File: config.mk
export PLATFORM = sky130hd
export DESIGN_NAME = cmp_flag_unit
export DESIGN_NICKNAME = d
export VERILOG_FILES = /design/src/rtl/cmp_flag_unit_pkg.sv /design/src/rtl/cmp_flag_unit_sub_chunk.sv /design/src/rtl/cmp_flag_unit.sv
export SDC_FILE = /design/constraint.sdc
export NUM_CORES = 1
export LEC_CHECK = 0
export CORE_ASPECT_RATIO = 2
export CORE_MARGIN = 4
export CORE_UTILIZATION = 46
export DETAILED_ROUTE_END_ITERATION = 16
export HOLD_SLACK_MARGIN = 0.03
export PLACE_DENSITY = 0.74
export SKIP_LAST_GASP = 1
export SYNTH_ARGS = -nofsm -noshare
export SYNTH_HDL_FRONTEND = slang
export SYNTH_HIERARCHICAL = 1
export SYNTH_SLANG_ARGS = --single-unit
File: constraint.sdc
create_clock -name clk -period 5.9 [get_ports clk]
set_clock_uncertainty 0.05 [all_clocks]
set_input_delay 1.475 -clock clk [delete_from_list [all_inputs] [get_ports clk]]
set_output_delay 1.475 -clock clk [all_outputs]
set_load 0.03 [all_outputs]
File: src/rtl/cmp_flag_unit_pkg.sv
// rtl/cmp_flag_unit_pkg.sv - shared state encoding and width defaults for the compare/flag unit
package cmp_flag_unit_pkg;

  localparam int DATA_W_DEF  = 32;
  localparam int CHUNK_W_DEF = 8;

  typedef enum logic [1:0] {
    ST_IDLE = 2'd0,
    ST_CALC = 2'd1,
    ST_DONE = 2'd2
  } cmp_state_t;

endpackage

File: src/rtl/cmp_flag_unit_sub_chunk.sv
// rtl/cmp_flag_unit_sub_chunk.sv - one slice of a + ~b + cin, reused every cycle
module sub_chunk #(
  parameter int W = 8
) (
  input  logic [W-1:0] a,
  input  logic [W-1:0] b,
  input  logic         cin,
  output logic [W-1:0] sum,
  output logic         cout
);

  // Widen by one bit so the carry out of the slice falls out of the add
  always_comb begin
    {cout, sum} = {1'b0, a} + {1'b0, ~b} + {{W{1'b0}}, cin};
  end

endmodule

File: src/rtl/cmp_flag_unit.sv
// rtl/cmp_flag_unit.sv - multi-cycle subtractor producing Z/N/V/C branch flags
module cmp_flag_unit
  import cmp_flag_unit_pkg::*;
#(
  parameter int DATA_W  = DATA_W_DEF,
  parameter int CHUNK_W = CHUNK_W_DEF
) (
  input  logic              clk,
  input  logic              rst,
  input  logic              in_valid,
  output logic              in_ready,
  input  logic [DATA_W-1:0] op_a,
  input  logic [DATA_W-1:0] op_b,
  output logic              out_valid,
  input  logic              out_ready,
  output logic [DATA_W-1:0] diff,
  output logic              Z,
  output logic              N,
  output logic              V,
  output logic              C
);

  localparam int NS    = DATA_W / CHUNK_W;
  localparam int IDX_W = (NS > 1) ? $clog2(NS) : 1;

  generate
    if ((DATA_W % CHUNK_W) != 0) begin : g_bad_chunk
      $error("cmp_flag_unit: DATA_W must be a multiple of CHUNK_W");
    end
  endgenerate

  cmp_state_t        state_q, state_d;
  logic [DATA_W-1:0] a_q, b_q, res_q, res_next;
  logic [IDX_W-1:0]  idx_q;
  logic              carry_q;
  logic              last_slice;
  logic [CHUNK_W-1:0] a_sl, b_sl, sum_sl;
  logic              cout_sl;
  int                base;

  assign base       = int'(idx_q) * CHUNK_W;
  assign last_slice = (idx_q == IDX_W'(NS - 1));
  assign a_sl       = a_q[base +: CHUNK_W];
  assign b_sl       = b_q[base +: CHUNK_W];

  sub_chunk #(.W(CHUNK_W)) u_sub_chunk (
    .a    (a_sl),
    .b    (b_sl),
    .cin  (carry_q),
    .sum  (sum_sl),
    .cout (cout_sl)
  );

  // Result with the current slice merged in, so flags can be taken on the final slice cycle
  always_comb begin
    res_next = res_q;
    res_next[base +: CHUNK_W] = sum_sl;
  end

  // State register; reset wins over any handshake in the same cycle
  always_ff @(posedge clk) begin
    if (rst) state_q <= ST_IDLE;
    else     state_q <= state_d;
  end

  // Next-state and handshake outputs
  always_comb begin
    state_d   = state_q;
    in_ready  = 1'b0;
    out_valid = 1'b0;
    case (state_q)
      ST_IDLE: begin
        in_ready = 1'b1;
        if (in_valid) state_d = ST_CALC;
      end
      ST_CALC: begin
        if (last_slice) state_d = ST_DONE;
      end
      ST_DONE: begin
        out_valid = 1'b1;
        if (out_ready) state_d = ST_IDLE;
      end
      default: state_d = ST_IDLE;
    endcase
  end

  // Operand capture, slice accumulation and flag registration on the way into DONE
  always_ff @(posedge clk) begin
    if (rst) begin
      a_q     <= '0;
      b_q     <= '0;
      res_q   <= '0;
      idx_q   <= '0;
      carry_q <= 1'b0;
      Z       <= 1'b0;
      N       <= 1'b0;
      V       <= 1'b0;
      C       <= 1'b0;
    end else begin
      case (state_q)
        ST_IDLE: begin
          if (in_valid) begin
            a_q     <= op_a;
            b_q     <= op_b;
            idx_q   <= '0;
            carry_q <= 1'b1;
          end
        end
        ST_CALC: begin
          res_q   <= res_next;
          carry_q <= cout_sl;
          idx_q   <= idx_q + 1'b1;
          if (last_slice) begin
            Z <= (res_next == '0);
            N <= res_next[DATA_W-1];
            V <= (a_q[DATA_W-1] != b_q[DATA_W-1]) && (res_next[DATA_W-1] != a_q[DATA_W-1]);
            C <= cout_sl;
          end
        end
        default: ;
      endcase
    end
  end

  assign diff = res_q;

endmodule

==> results.toml <==
[outcome]
status = "finished, final reports clean"

[synth]
yosysMostFrequentCell = "nand2_1"
synth_mux_area_frac = 0.0773
synth_top_family_by_area = "simple AND/OR/NAND/NOR gates"
synth-compound-area-share = 0.172
synth_fa_ha_area_frac = 0.0435
yosysTopAreaCellShare = 0.451
synthTopCellsByCount = "142 x nand2_1, 105 x dfxtp_1, 74 x a21oi_1, 47 x nor2_1, 30 x a22oi_1"
syn-num-nets = 629
synth_edf_count = 0
avgSynthCellArea_um2 = 8.54
yosys.area_share.simple = 0.207
ys_ff_latch = 105
seq_area_frac_synth = 0.451
synth-xor-area-share = 0.00751
synthArstFlopShare = 0
synth_flop_cell = "dfxtp_1"
yosysWarnings = 6
synth_area_um2 = 4660
syn_inst = 546
yosysTopAreaCell = "dfxtp_1"
ys_types = 47
ys_top_cells_by_area = "dfxtp_1 45%, nand2_1 11%, a21oi_1 7.9%"

[clock_network]
cts.root.buffer_cell = "clkbuf_16"
clk_pin_slew_ns = 0.06
numCtsBuffers = 9
cts_resized = 0
cts_hold_buf = 0
h-tree-depth = 3
clock_latency_ns = 0.34
cts.sinks = 105
post_cts_buffers = 0
clockBufferDepth = 2
tritoncts = "yes"

[final_layout]
postLayoutCoreUtil = 0.616
fill_cells = 886
drive_above_1_share = 0.0708
nets = 714
ff_latch_area_um2 = 2100
multi_input_area_um2 = 2370
antennaDiodeCount = 0
area_delta_synth_final_pct = 29.8

[floorplan]
die_area_um2 = 11900
io_pins = 106
num_rows = 51
start_util = 0.474
core_area_um2 = 9830
die_height_um = 150
chipWidth_um = 79.2

[sta]
tns_ns = 0
slew_headroom = 0.211
max_freq_mhz = 233
setup_viol = 0
period_minus_slack_ns = 4.29
tightestPinTransition_ns = 1.18
finalHoldViolations = 0
rsz0062_at_grt = "false"
finalMaxSlewViolations = 0
period_share = 0.726

[setup_path]
critical_path_class = "reg -> reg"
cp-start-kind = "flip-flop"
end_kind = "flip-flop"
arrival_ns = 4.49
cp_max_fo = 16
critPathRequiredTime_ns = 6.10

[routing]
viasPerCell = 5.45
drt-initial-drc-count = 238
drt-pass1-iter-count = 4
wire_per_inst_um = 15.7
vias = 4183
wl_mm = 12.1
ant_nets = 0
drc_errors = 0

[global_routing]
grt_max_degree = 107
track_usage = 0.211
antenna_found_initial = 0
grt_overflow = 0
grt_pass1_wl_mm = 19.7
grt_pass1_vias = 4238

[place]
port_buffers = 105
hpwl_mm = 9.08
place_congestion = 0.928

[min_path]
min_path_type = "reg -> reg"

[run]
cap_violations = 0

[pwr]
p_leak_uw = 0.00219
ir_drop_mv = 0.201
power_density_nw_per_um2 = 278
==> state kept, by name, indices dropped and copies added (netlist names) <==
name	cells
a_q	32
b_q	32
diff	32
idx_q	2
state_q	2
C	1
N	1
V	1
Z	1
carry_q	1
==> report_power, final <==
group          switching, uW  internal, uW  leakage, uW  total, uW
combinational            201           149      0.00120        350
sequential              25.2           746     0.000858        771
clock                    249           309     0.000139        558
==> logic make-up after synthesis <==
group           after synthesis
simple gates                227
compound gates              128
flops                       105
buf+inv                      51
mux                          16
fa+ha+maj                    15
xor+xnor                      4
==> area by class of cell <==
class,instances,area share
clock buffers,12,0.0424
clock inverters,4,0.00434
inverters,18,0.0112
multi-input cells,390,0.392
flip-flops and latches,105,0.347
well taps,132,0.0273
repair buffers,107,0.176
==> path summary, 6_finish.rpt <==
path,startpoint,to,slack [ns],cells after the start
min reg2reg,b_q[0],b_q[0],0.40,2
max,idx_q[0],Z,1.61,14
min,b_q[0],b_q[0],0.40,2
max reg2reg,idx_q[0],Z,1.61,14
==> layer usage <==
layer | share of wire | GRT usage
met1 | 0.35 | 0.210
met2 | 0.56 | 0.398
met3 | 0.046 | 0.0359
met4 | 0.050 | 0.126
met5 | 0 | 0
==> cells in the final DEF, fill, tap and decap left out, types with 3 or more instances in the layout <==
master | synthesis | final
ha_1 | 13 | 13
nor2_1 | 47 | 47
o22ai_1 | 3 | 3
a211oi_1 | 3 | 3
a22oi_1 | 30 | 30
nor2b_1 | 3 | 3
clkdlybuf4s50_1 | 0 | 104
inv_1 | 18 | 18
nand3_1 | 3 | 3
buf_4 | 0 | 3
clkbuf_16 | 0 | 9
nand2_1 | 142 | 141
a21oi_1 | 74 | 74
nor3_1 | 6 | 6
nor4_1 | 4 | 4
or4_1 | 4 | 4
o21a_1 | 3 | 3
dfxtp_1 | 105 | 105
xnor2_1 | 4 | 4
nand2b_1 | 4 | 4
mux4_2 | 16 | 16
==> per-stage QoR <==
stage | setup WS, ns | cell area (um^2) | std cells | hold WS [ns] | power, uW
finish | 1.61 | 6050 | 768 | 0.404 | 1680
global route | 1.28 | 6050 | 768 | 0.425 | 1760
CTS | 1.62 | 6050 | 768 | 0.406 | 1690
detailed placement | 1.65 | 5770 | 752 | 0.396 | 1130
global placement | 1.82 | 5770 | 752 | 0.391 | 1130
floorplan | 1.82 | 4660 | 546 | 0.383 | 1000
==> critical path, stage by stage (launching register included) <==
cell	delay, ns
dfxtp_1	0.68
buf_4	0.37
mux4_2	0.26
inv_1	0.05
fa_1	0.47
fa_1	0.46
nor2b_4	0.14
o21ai_2	0.07
a21boi_2	0.21
o31a_1	0.17
a21oi_2	0.07
or4_1	0.60
o22ai_1	0.22
nand4b_1	0.12
o31ai_1	0.25
No activity file was read; power rests on OpenSTA's default activity.
